[src/rtl/pulse_flasher_pkg.sv]
// Shared types and helpers for the pulse_flasher LED event display block.
package pulse_flasher_pkg;

  typedef enum logic [1:0] {
    ST_IDLE = 2'd0,
    ST_ON   = 2'd1,
    ST_OFF  = 2'd2
  } state_t;

  function automatic int unsigned clog2(input int unsigned v);
    int unsigned r = 0;
    while ((32'd1 << r) < v) r = r + 1;
    return r;
  endfunction

endpackage

[src/rtl/ms_timer.sv]
// Tick counter shared by the ON and OFF phases; done fires on the limit-th tick.
module ms_timer #(
  parameter int unsigned W = 4
) (
  input  logic         clk,
  input  logic         rst_n,
  input  logic         clr,
  input  logic         tick,
  input  logic [W-1:0] limit,
  output logic         done
);

  logic [W-1:0] cnt_q, cnt_d;

  assign done = tick && (cnt_q == limit - W'(1));

  always_comb begin
    cnt_d = cnt_q;
    if (clr)       cnt_d = '0;
    else if (done) cnt_d = '0;
    else if (tick) cnt_d = cnt_q + W'(1);
  end

  always_ff @(posedge clk or negedge rst_n) begin
    if (!rst_n) cnt_q <= '0;
    else        cnt_q <= cnt_d;
  end

endmodule

[src/rtl/pulse_flasher.sv]
// Turns 1-clk event pulses into visible LED flashes, queueing events that arrive too fast.
module pulse_flasher
  import pulse_flasher_pkg::*;
#(
  parameter int unsigned ON_MS  = 100,
  parameter int unsigned OFF_MS = 100,
  parameter int unsigned CNT_W  = 4
) (
  input  logic             clk,
  input  logic             rst_n,
  input  logic             tick_1ms,
  input  logic             pulse_in,
  input  logic             clr_ovf,
  output logic             led_out,
  output logic             busy,
  output logic [CNT_W-1:0] pending,
  output logic             ovf
);

  localparam int unsigned MAX_MS = (ON_MS > OFF_MS) ? ON_MS : OFF_MS;
  localparam int unsigned TW     = clog2(MAX_MS + 1);

  state_t           state_q, state_d;
  logic             led_q, led_d;
  logic             busy_q, busy_d;
  logic [CNT_W-1:0] pend_q, pend_d;
  logic             ovf_q, ovf_d;

  logic          enter_on, have_evt, ovf_set, tmr_clr, tmr_done;
  logic [TW-1:0] tmr_limit;

  assign tmr_limit = (state_q == ST_OFF) ? TW'(OFF_MS) : TW'(ON_MS);

  ms_timer #(.W(TW)) u_timer (
    .clk   (clk),
    .rst_n (rst_n),
    .clr   (tmr_clr),
    .tick  (tick_1ms),
    .limit (tmr_limit),
    .done  (tmr_done)
  );

  always_comb begin
    state_d  = state_q;
    enter_on = 1'b0;
    have_evt = pulse_in || (pend_q != '0);
    case (state_q)
      ST_IDLE: if (have_evt) begin
        state_d  = ST_ON;
        enter_on = 1'b1;
      end
      ST_ON: if (tmr_done) state_d = ST_OFF;
      ST_OFF: if (tmr_done) begin
        if (have_evt) begin
          state_d  = ST_ON;
          enter_on = 1'b1;
        end else begin
          state_d = ST_IDLE;
        end
      end
      default: state_d = ST_IDLE;
    endcase
    // Clearing on the transition drops any tick seen in that cycle, so it stays with the old state.
    tmr_clr = (state_q == ST_IDLE) || (state_d != state_q);
    led_d   = (state_d == ST_ON);
    busy_d  = (state_d != ST_IDLE);
  end

  always_comb begin
    pend_d  = pend_q;
    ovf_set = 1'b0;
    if (pulse_in && !enter_on) begin
      if (&pend_q) ovf_set = 1'b1;
      else         pend_d  = pend_q + CNT_W'(1);
    end else if (!pulse_in && enter_on) begin
      pend_d = pend_q - CNT_W'(1);
    end
    ovf_d = ovf_set ? 1'b1 : (clr_ovf ? 1'b0 : ovf_q);
  end

  always_ff @(posedge clk or negedge rst_n) begin
    if (!rst_n) begin
      state_q <= ST_IDLE;
      led_q   <= 1'b0;
      busy_q  <= 1'b0;
      pend_q  <= '0;
      ovf_q   <= 1'b0;
    end else begin
      state_q <= state_d;
      led_q   <= led_d;
      busy_q  <= busy_d;
      pend_q  <= pend_d;
      ovf_q   <= ovf_d;
    end
  end

  assign led_out = led_q;
  assign busy    = busy_q;
  assign pending = pend_q;
  assign ovf     = ovf_q;

endmodule

[config.mk]
export PLATFORM = sky130hd
export DESIGN_NAME = pulse_flasher
export DESIGN_NICKNAME = d
export VERILOG_FILES = /design/src/rtl/pulse_flasher_pkg.sv /design/src/rtl/ms_timer.sv /design/src/rtl/pulse_flasher.sv
export SDC_FILE = /design/constraint.sdc
export NUM_CORES = 1
export LEC_CHECK = 0
export ABC_AREA = 1
export ABC_CLOCK_PERIOD_IN_PS = 3000
export CORE_MARGIN = 4
export CORE_UTILIZATION = 35
export CTS_BUF_LIST = sky130_fd_sc_hd__clkbuf_4 sky130_fd_sc_hd__clkbuf_8 sky130_fd_sc_hd__clkbuf_16
export DETAILED_ROUTE_END_ITERATION = 12
export SLEW_MARGIN = 15
export SYNTH_ARGS = -nofsm -noshare
export SYNTH_HDL_FRONTEND = slang
export SYNTH_HIERARCHICAL = 1
export SYNTH_SLANG_ARGS = --single-unit
[constraint.sdc]
create_clock -name clk -period 3 [get_ports clk]
set_input_delay 0.45 -clock clk [delete_from_list [all_inputs] [get_ports clk]]
set_output_delay 0.45 -clock clk [all_outputs]
set_load 0.01 [all_outputs]
==> flow_summary.yaml, run 1 <==
sta:
  period_share_pct: 86.39
  fin_crit_ns: 2.592
  tightest_slew_ns: 0.6866
  tns_ns: 0
  setup_viol_count_final: 0
  final.setup_skew_ns: 0.001572
  finalWorstSetupSlack_ns: 0.4084
  finalMaxSlewViolations: 0
  clock.fmax_mhz: 385.9
  rsz0062_at_grt: "no"
  maxSlewHeadroom_pct: 54.08
  final-hold-violation-count: 0
  holdWs_ns: 0.5194
route:
  wl_per_cell_microns: 8.255
  viasPerCell: 3.959
  wl_mm: 2.204
  wl_met1_mm: 1.091
  top_layer_used: "met4"
  drcViolationCount: 0
  ant_nets: 0
  first_pass_iters: 4
  num_vias: 1057
  wl_met3_microns: 47
  wl_met2_mm: 1.044
  drt_iter0_markers: 13
die:
  coreArea_sq_um: 3337
  die_area_sq_um: 4466
  start_util_pct: 36.30
  die_w_microns: 66.83
  die_h_microns: 66.83
  num_io_pins: 12
  num_rows: 21
synthesis:
  synth_ff_type: "dfrtp_1"
  ys_async_sr_fraction_pct: 100.0
  yosysWarnings: 6
  yosys.area.top_type: "dfrtp_1"
  syn_inst: 182
  ys_seq_area_share_pct: 33.06
  syn_area_sq_um: 1211
  yosysMostFrequentCell: "nand2_1"
  yosys-top-cells-area: "dfrtp_1 (33%), nand2_1 (20%), inv_1 (7.7%)"
  synth_edf_count: 0
  synthDistinctLibCells: 26
  ys_seq_elements: 16
  synth_area_per_cell_sq_um: 6.655
  synth_common_cells: "nand2_1 (63), inv_1 (25), nor2_1 (23)"
  yosysTopAreaCellShare_pct: 33.06
layout:
  regArea_sq_um: 400.4
  stdcell_area_sq_um: 1509
  diodes: 0
  post-route-util_pct: 45.22
  layout-drive-gt1-share_pct: 9.955
  multi_input_area_sq_um: 783.3
  areaGrowthSynthToFinish_pct: 24.59
  final_nets: 233
  fill_cells: 358
grt:
  grt_max_degree: 17
  grt_pass1_vias: 997
  grt.overflow.total: 0
  grt_first_pass_wirelength_mm: 4.153
  grt_usage_pct: 12.01
  antenna_found_initial: 0
worst_setup_path:
  cp_top_family: "simple AND/OR/NAND/NOR gates"
  critical_path_buf_inv_count: 5
  end_kind: "flop"
  critPathRequiredTime_ns: 3.18
  slowest_delay_ns: 0.51
  worstPathCellList: "clkdlybuf4s50_1 -> nand3_1 -> nor2_1 -> nand2_1 -> nor2_1 -> nand2_2 -> inv_1 -> inv_2 -> a21oi_4 -> nand2_4 -> nand2_1 -> ha_1 -> nand2_1 -> inv_1 -> a21oi_1 -> inv_1 -> nand2_2 -> nand3_1 -> nand2_1 -> nand2_1"
  cpMostUsedCell: "nand2_1"
  cp_max_fo: 4
  cp_slowest_cell: "clkdlybuf4s50_1"
  startpoint_type: "input port"
  criticalPathCategory: "in -> reg"
  arrival_ns: 2.77
clocking:
  postCtsSetupRepairBufs: 0
  hold_buffers: 0
  cts_resized: 0
  htreeDepth: 1
  cts_tree: "yes"
  max-clock-path-buffers: 2
  clock_latency_ns: 0.28
  clk_pin_slew_ns: 0.09
  root_buffer: "clkbuf_4"
  cts_buffers: 3
  clkSinkCount: 16
placement:
  routabilityCongestion: 0.8548
  post-dp-hpwl_mm: 1.820
  post-place-ws_ns: 0.1198
  port_buffers: 11
  dpl_cell_area_sq_um: 1486
outcome:
  status: "complete, no violations"
pwr:
  p_leak_nw: 0.8054
  peakVddDrop_mv: 0.5463
  powerDensity_nw_per_um2: 689.8
hold_path:
  hold_class: "reg -> reg"
flow_run:
  cap_violations: 0
-- cell families after synthesis --
family | share of synthesized area [%]
AO/OA/AOI/OAI | 7.232
XOR/XNOR | 4.339
adder cells (fa/ha/maj) | 5.785
buffers and inverters | 9.090
flip-flops | 33.06
other | 0.6201
AND/OR/NAND/NOR | 39.88
-- flip-flops by register name, indices dropped and copies added (netlist names) --
signal         cells
u_timer/cnt_q      7
led_out            1
busy               1
state_q            2
pending            4
ovf                1
-- path summary, 6_finish.rpt --
| path | endpoint | startpoint | slack, ns | cells past startpoint |
|---|---|---|---|---|
| min in group asynchronous | led_out$_DFF_PN0_ | rst_n | 0.58 | 1 |
| worst min-delay path | u_timer/cnt_q[6]$_DFFE_PN0P_ | u_timer/cnt_q[6]$_DFFE_PN0P_ | 0.52 | 2 |
| worst min register to register | u_timer/cnt_q[6]$_DFFE_PN0P_ | u_timer/cnt_q[6]$_DFFE_PN0P_ | 0.52 | 2 |
| worst max register to register | pending[3]$_DFFE_PN0P_ | u_timer/cnt_q[4]$_DFFE_PN0P_ | 0.48 | 22 |
| worst max-delay path | pending[3]$_DFFE_PN0P_ | tick_1ms | 0.41 | 20 |
| max in group asynchronous | u_timer/cnt_q[2]$_DFFE_PN0P_ | rst_n | 1.99 | 1 |
-- placed cells by master, fill, tap and decap left out, types with 3 or more instances in the layout --
master / Yosys / layout
nand2_1: 63 / 63
inv_1: 25 / 25
conb_1: 2 / 24
nor2_1: 23 / 23
dfrtp_1: 16 / 16
nand3_1: 12 / 12
clkdlybuf4s50_1: 0 / 11
a21oi_1: 6 / 6
xnor2_1: 4 / 4
ha_1: 4 / 4
buf_4: 0 / 4
inv_2: 3 / 3
clkbuf_4: 0 / 3
nor2_2: 3 / 3
-- final cells by class --
type	count	area share (%)
Timing Repair Buffer	15	9.287
Tap cell	46	3.814
Inverter	28	6.965
Sequential cell	16	26.53
Clock buffer	3	1.493
Multi-Input combinational cell	159	51.91
-- stage by stage --
stage,instances,power [mW]
2_1_floorplan,204,0.7510
3_3_place_gp,264,0.9335
3_5_place_dp,264,0.9360
4_1_cts,267,1.052
5_1_grt,267,1.158
6_report,267,1.041
-- per-layer routing --
metal	GRT usage, %	vias to the layer above
met4	5.330	0
met3	1.349	2
met2	19.93	7
met1	15.56	438
li1	-	610
met5	0	-
-- tightest hold or removal path: cells and delay by family, from the launching register on --
family / cells / cell delay [ns]
simple gates: 2 / 0.12
flops: 1 / 0.37
-- where the power goes --
part	total [mW]	internal, mW	switching [mW]
clock	0.109	0.0465	0.0620
sequential	0.371	0.287	0.0841
combinational	0.562	0.268	0.293
total	1.04	0.602	0.439
Power figures use the tool's default switching activity.
==> inputs of run 2 (changes only) <==
--- a/config.mk
+++ b/config.mk
@@ -8,9 +8,11 @@
 export ABC_AREA = 1
 export ABC_CLOCK_PERIOD_IN_PS = 3000
 export CORE_MARGIN = 4
-export CORE_UTILIZATION = 35
+export CORE_UTILIZATION = 56
 export CTS_BUF_LIST = sky130_fd_sc_hd__clkbuf_4 sky130_fd_sc_hd__clkbuf_8 sky130_fd_sc_hd__clkbuf_16
 export DETAILED_ROUTE_END_ITERATION = 12
+export PLACE_DENSITY = 0.79
+export SKIP_CTS_REPAIR_TIMING = 1
 export SLEW_MARGIN = 15
 export SYNTH_ARGS = -nofsm -noshare
 export SYNTH_HDL_FRONTEND = slang
==> flow_summary.yaml, run 2 (synthesis results as in run 1) <==
outcome:
  status: "complete, no violations"
worst_setup_path:
  cpMostUsedCell: "nand2_1"
  slowest_delay_ns: 0.51
  r2r_slack_ns: 0.40
  cp_top_family: "simple AND/OR/NAND/NOR gates"
  end_kind: "flop"
  cp_slowest_cell: "clkdlybuf4s50_1"
  critical_path_buf_inv_count: 4
  criticalPathCategory: "in -> reg"
  ff2ff_path_depth: 22
  worstPathCellList: "clkdlybuf4s50_1 -> nand3_1 -> nor2_1 -> nand2_1 -> nor2_1 -> nand2_2 -> inv_1 -> inv_2 -> a21oi_4 -> nand2_4 -> nand2_1 -> ha_1 -> nand2_1 -> nand2_1 -> a21oi_1 -> inv_1 -> nand2_2 -> nand3_1 -> nand2_1 -> nand2_1"
  cp_max_fo: 4
  r2r-start: "u_timer/cnt_q[4]$_DFFE_PN0P_"
  arrival_ns: 2.80
  startpoint_type: "input port"
  r2r-end: "pending[3]$_DFFE_PN0P_"
  critPathRequiredTime_ns: 3.17
sta:
  finalMaxSlewViolations: 0
  clock.fmax_mhz: 380.1
  final-hold-violation-count: 0
  holdWs_ns: 0.5221
  tns_ns: 0
  final.setup_skew_ns: 0.003109
  period_share_pct: 87.69
  fin_crit_ns: 2.631
  tightest_slew_ns: 0.6980
  maxSlewHeadroom_pct: 53.32
  rsz0062_at_grt: "no"
  finalWorstSetupSlack_ns: 0.3693
  setup_viol_count_final: 0
layout:
  largest_register_ffs: 7
  post-route-util_pct: 74.56
  areaGrowthSynthToFinish_pct: 23.24
  layout-drive-gt1-share_pct: 10.36
  stdcell_count: 249
  stdcell_area_sq_um: 1493
  final_common_cell: "nand2_1"
  final_nets: 234
  largest_register: "u_timer/cnt_q"
  diodes: 0
  final_cell_mix: "nand2_1 (63), inv_1 (25), conb_1 (24), nor2_1 (23), dfrtp_1 (16)"
  regArea_sq_um: 400.4
  multi_input_area_sq_um: 783.3
  fill_cells: 165
flow_run:
  cap_violations: 0
placement:
  post-dp-hpwl_mm: 2.014
  post-place-ws_ns: 0.07902
  port_buffers: 11
  routabilityCongestion: 0.8532
  dpl_cell_area_sq_um: 1470
  dp_cells: 246
route:
  wl_per_cell_microns: 9.815
  drcViolationCount: 0
  first_pass_iters: 4
  wl_mm: 2.444
  ant_nets: 0
  num_vias: 1132
  viasPerCell: 4.546
  drt_iter0_markers: 19
clocking:
  root_buffer: "clkbuf_4"
  htreeDepth: 1
  clock_latency_ns: 0.27
  clk_pin_slew_ns: 0.08
  cts_tree: "yes"
  cts_buffers: 3
  clkSinkCount: 16
  max-clock-path-buffers: 2
grt:
  grt.overflow.total: 0
  grt_max_degree: 17
  grt_first_pass_wirelength_mm: 4.360
  antenna_found_initial: 0
  grt_pass1_vias: 1052
  grt_usage_pct: 20.39
hold_path:
  hold_end: "u_timer/cnt_q[6]$_DFFE_PN0P_"
  hold_path.startpoint: "u_timer/cnt_q[6]$_DFFE_PN0P_"
  whs_path_depth: 2
  hold_class: "reg -> reg"
die:
  die_h_microns: 54.51
  num_rows: 16
  die_w_microns: 54.51
  die_area_sq_um: 2971
  coreArea_sq_um: 2002
  num_io_pins: 12
  start_util_pct: 60.50
pwr:
  p_leak_nw: 0.8099
  power_mw: 1.063
  powerDensity_nw_per_um2: 712.0
  peakVddDrop_mv: 0.7181
[run 2: layout make-up]
| type | instances | share of cell area [%] |
|---|---|---|
| tap | 27 | 2.263 |
| multi-input combinational | 159 | 52.47 |
| inverter | 28 | 7.041 |
| sequential | 16 | 26.82 |
| clock buffer | 3 | 1.509 |
| timing repair buffer | 16 | 9.891 |
[run 2: routing by layer]
layer	global-route usage [%]	up-vias	routed length (microns)	part of all wire [%]
li1	-	614	-	-
met1	25.63	487	1144	47
met2	35.46	31	1163	48
met3	5.995	0	136	5.6
met4	2.075	0	0	0
met5	0	-	0	0
[run 2: worst min-delay path, delay by kind of cell (launching register included)]
family	cells	cell delay, ns
flops	1	0.38
simple gates	2	0.12
[run 2: worst max path at each step]
| stage | depth (start not counted) | end | from | slack, ns |
|---|---|---|---|---|
| 2_1_floorplan | 22 | pending[3]$_DFFE_PN0P_ | u_timer/cnt_q[4]$_DFFE_PN0P_ | 0.58 |
| 4_1_cts | 20 | pending[3]$_DFFE_PN0P_ | tick_1ms | 0.37 |
| 3_5_place_dp | 20 | pending[3]$_DFFE_PN0P_ | tick_1ms | 0.08 |
| 6_report | 20 | pending[3]$_DFFE_PN0P_ | tick_1ms | 0.37 |
| 5_1_grt | 22 | pending[3]$_DFFE_PN0P_ | u_timer/cnt_q[4]$_DFFE_PN0P_ | 0.17 |
| 3_3_place_gp | 20 | pending[3]$_DFFE_PN0P_ | tick_1ms | 0.20 |
[run 2: report_power, final]
group          leakage [nW]  switching [mW]  internal, mW  total [mW]
Combinational         0.593           0.310         0.278       0.588
Clock                0.0138          0.0585        0.0465       0.105
Sequential            0.203          0.0836         0.287       0.370
==> inputs of run 3 (changes only) <==
--- a/config.mk
+++ b/config.mk
@@ -6,8 +6,7 @@
 export NUM_CORES = 1
 export LEC_CHECK = 0
 export ABC_AREA = 1
-export ABC_CLOCK_PERIOD_IN_PS = 3000
-export CORE_MARGIN = 4
+export CORE_MARGIN = 3
 export CORE_UTILIZATION = 56
 export CTS_BUF_LIST = sky130_fd_sc_hd__clkbuf_4 sky130_fd_sc_hd__clkbuf_8 sky130_fd_sc_hd__clkbuf_16
 export DETAILED_ROUTE_END_ITERATION = 12
==> flow_summary.yaml, run 3 (synthesis results as in run 1) <==
worst_setup_path:
  end_kind: "flop"
  crit_path_start: "tick_1ms"
  critical_path_buf_inv_count: 4
  r2r-start: "u_timer/cnt_q[4]$_DFFE_PN0P_"
  critPathRequiredTime_ns: 3.19
  cp_top_family: "simple AND/OR/NAND/NOR gates"
  arrival_ns: 2.84
  crit_path_end: "pending[3]$_DFFE_PN0P_"
  slowest_delay_ns: 0.50
  r2r-end: "pending[3]$_DFFE_PN0P_"
  startpoint_type: "input port"
  criticalPathCategory: "in -> reg"
  r2r_slack_ns: 0.46
  cp_slowest_cell: "clkdlybuf4s50_1"
  ff2ff_path_depth: 22
  cp_max_fo: 4
  cp.depth: 20
  cpMostUsedCell: "nand2_1"
  worstPathCellList: "clkdlybuf4s50_1 -> nand3_1 -> nor2_1 -> nand2_1 -> nor2_1 -> nand2_2 -> inv_1 -> inv_2 -> a21oi_4 -> nand2_4 -> nand2_1 -> ha_1 -> nand2_1 -> nand2_1 -> a21oi_1 -> inv_1 -> nand2_2 -> nand3_1 -> nand2_1 -> nand2_1"
sta:
  rsz0062_at_grt: "no"
  tightest_slew_ns: 0.6988
  final.setup_skew_ns: 0.004799
  finalMaxSlewViolations: 0
  setup_viol_count_final: 0
  tns_ns: 0
  final-hold-violation-count: 0
  clock.fmax_mhz: 376.3
  period_share_pct: 88.57
  maxSlewHeadroom_pct: 53.27
  fin_crit_ns: 2.657
route:
  wl_mm: 2.359
  ant_nets: 0
  first_pass_iters: 4
  viasPerCell: 4.494
  num_vias: 1119
  drt_iter0_markers: 25
  wl_per_cell_microns: 9.474
  drcViolationCount: 0
placement:
  post-dp-hpwl_mm: 1.880
  routabilityCongestion: 0.8243
  port_buffers: 11
layout:
  regArea_sq_um: 400.4
  areaGrowthSynthToFinish_pct: 23.76
  final_common_cell: "nand2_1"
  fill_cells: 175
  multi_input_area_sq_um: 783.3
  final_cell_mix: "nand2_1 (63), inv_1 (25), conb_1 (24), nor2_1 (23), dfrtp_1 (16)"
  final_nets: 233
  diodes: 0
  largest_register_ffs: 7
  largest_register: "u_timer/cnt_q"
  layout-drive-gt1-share_pct: 10.36
die:
  num_rows: 16
  die_area_sq_um: 2757
  coreArea_sq_um: 2002
  num_io_pins: 12
  die_w_microns: 52.51
  die_h_microns: 52.51
  start_util_pct: 60.50
pwr:
  power_mw: 1.109
  peakVddDrop_mv: 0.7499
  p_leak_nw: 0.8116
  powerDensity_nw_per_um2: 739.7
clocking:
  clock_latency_ns: 0.28
  root_buffer: "clkbuf_4"
  cts_tree: "yes"
  clk_pin_slew_ns: 0.09
  max-clock-path-buffers: 2
  htreeDepth: 1
  cts_buffers: 3
  clkSinkCount: 16
outcome:
  status: "complete, no violations"
grt:
  antenna_found_initial: 0
  grt_usage_pct: 20.53
  grt.overflow.total: 0
  grt_pass1_vias: 1053
  grt_first_pass_wirelength_mm: 4.215
  grt_max_degree: 17
flow_run:
  cap_violations: 0
hold_path:
  hold_class: "reg -> reg"
[run 3: worst min-delay path, stage by stage (launching register included)]
cell and delay [ns]:
dfrtp_1 0.37, nand2_1 0.06, nand2_1 0.05
[run 3: routing by layer]
| metal | up-vias | share of wire (%) | GRT usage [%] |
|---|---|---|---|
| li1 | 616 | - | - |
| met4 | 0 | 1.5 | 5.957 |
| met5 | - | 0 | 0 |
| met3 | 4 | 5.7 | 7.407 |
| met2 | 25 | 44 | 32.85 |
| met1 | 474 | 48 | 25.76 |
[run 3: how the worst min path moves through the flow]
stage	end	depth (start not counted)	slack, ns	startpoint
floorplan	busy$_DFF_PN0_	0	0.15	rst_n
global placement	u_timer/cnt_q[6]$_DFFE_PN0P_	2	0.49	u_timer/cnt_q[6]$_DFFE_PN0P_
detailed placement	u_timer/cnt_q[6]$_DFFE_PN0P_	2	0.49	u_timer/cnt_q[6]$_DFFE_PN0P_
CTS	u_timer/cnt_q[6]$_DFFE_PN0P_	2	0.51	u_timer/cnt_q[6]$_DFFE_PN0P_
global route	u_timer/cnt_q[6]$_DFFE_PN0P_	2	0.56	u_timer/cnt_q[6]$_DFFE_PN0P_
finish	u_timer/cnt_q[6]$_DFFE_PN0P_	2	0.51	u_timer/cnt_q[6]$_DFFE_PN0P_
[run 3: final cells by class]
cell class	count	share of cell area, %
Timing Repair Buffer	15	9.349
Multi-Input combinational cell	159	52.25
Clock buffer	4	2.421
Tap cell	27	2.254
Sequential cell	16	26.71
Inverter	28	7.012
[run 3: metrics by stage]
| stage | hold slack [ns] | setup WS (ns) | std cells | util, % | cell area, sq um |
|---|---|---|---|---|---|
| floorplan | 0.1544 | 0.5752 | 204 | - | 1294 |
| global placement | 0.4938 | 0.1598 | 245 | 73.06 | 1463 |
| detailed placement | 0.4927 | 0.05021 | 245 | 73.06 | 1463 |
| CTS | 0.5133 | 0.3414 | 249 | 74.88 | 1499 |
| global route | 0.5579 | 0.1345 | 249 | 74.88 | 1499 |
| finish | 0.5096 | 0.3428 | 249 | 74.88 | 1499 |
[run 3: report_power, final]
part           leakage [nW]  switching, mW  internal [mW]
combinational         0.588          0.317          0.279
sequential            0.203         0.0865          0.287
clock                0.0210         0.0659         0.0739
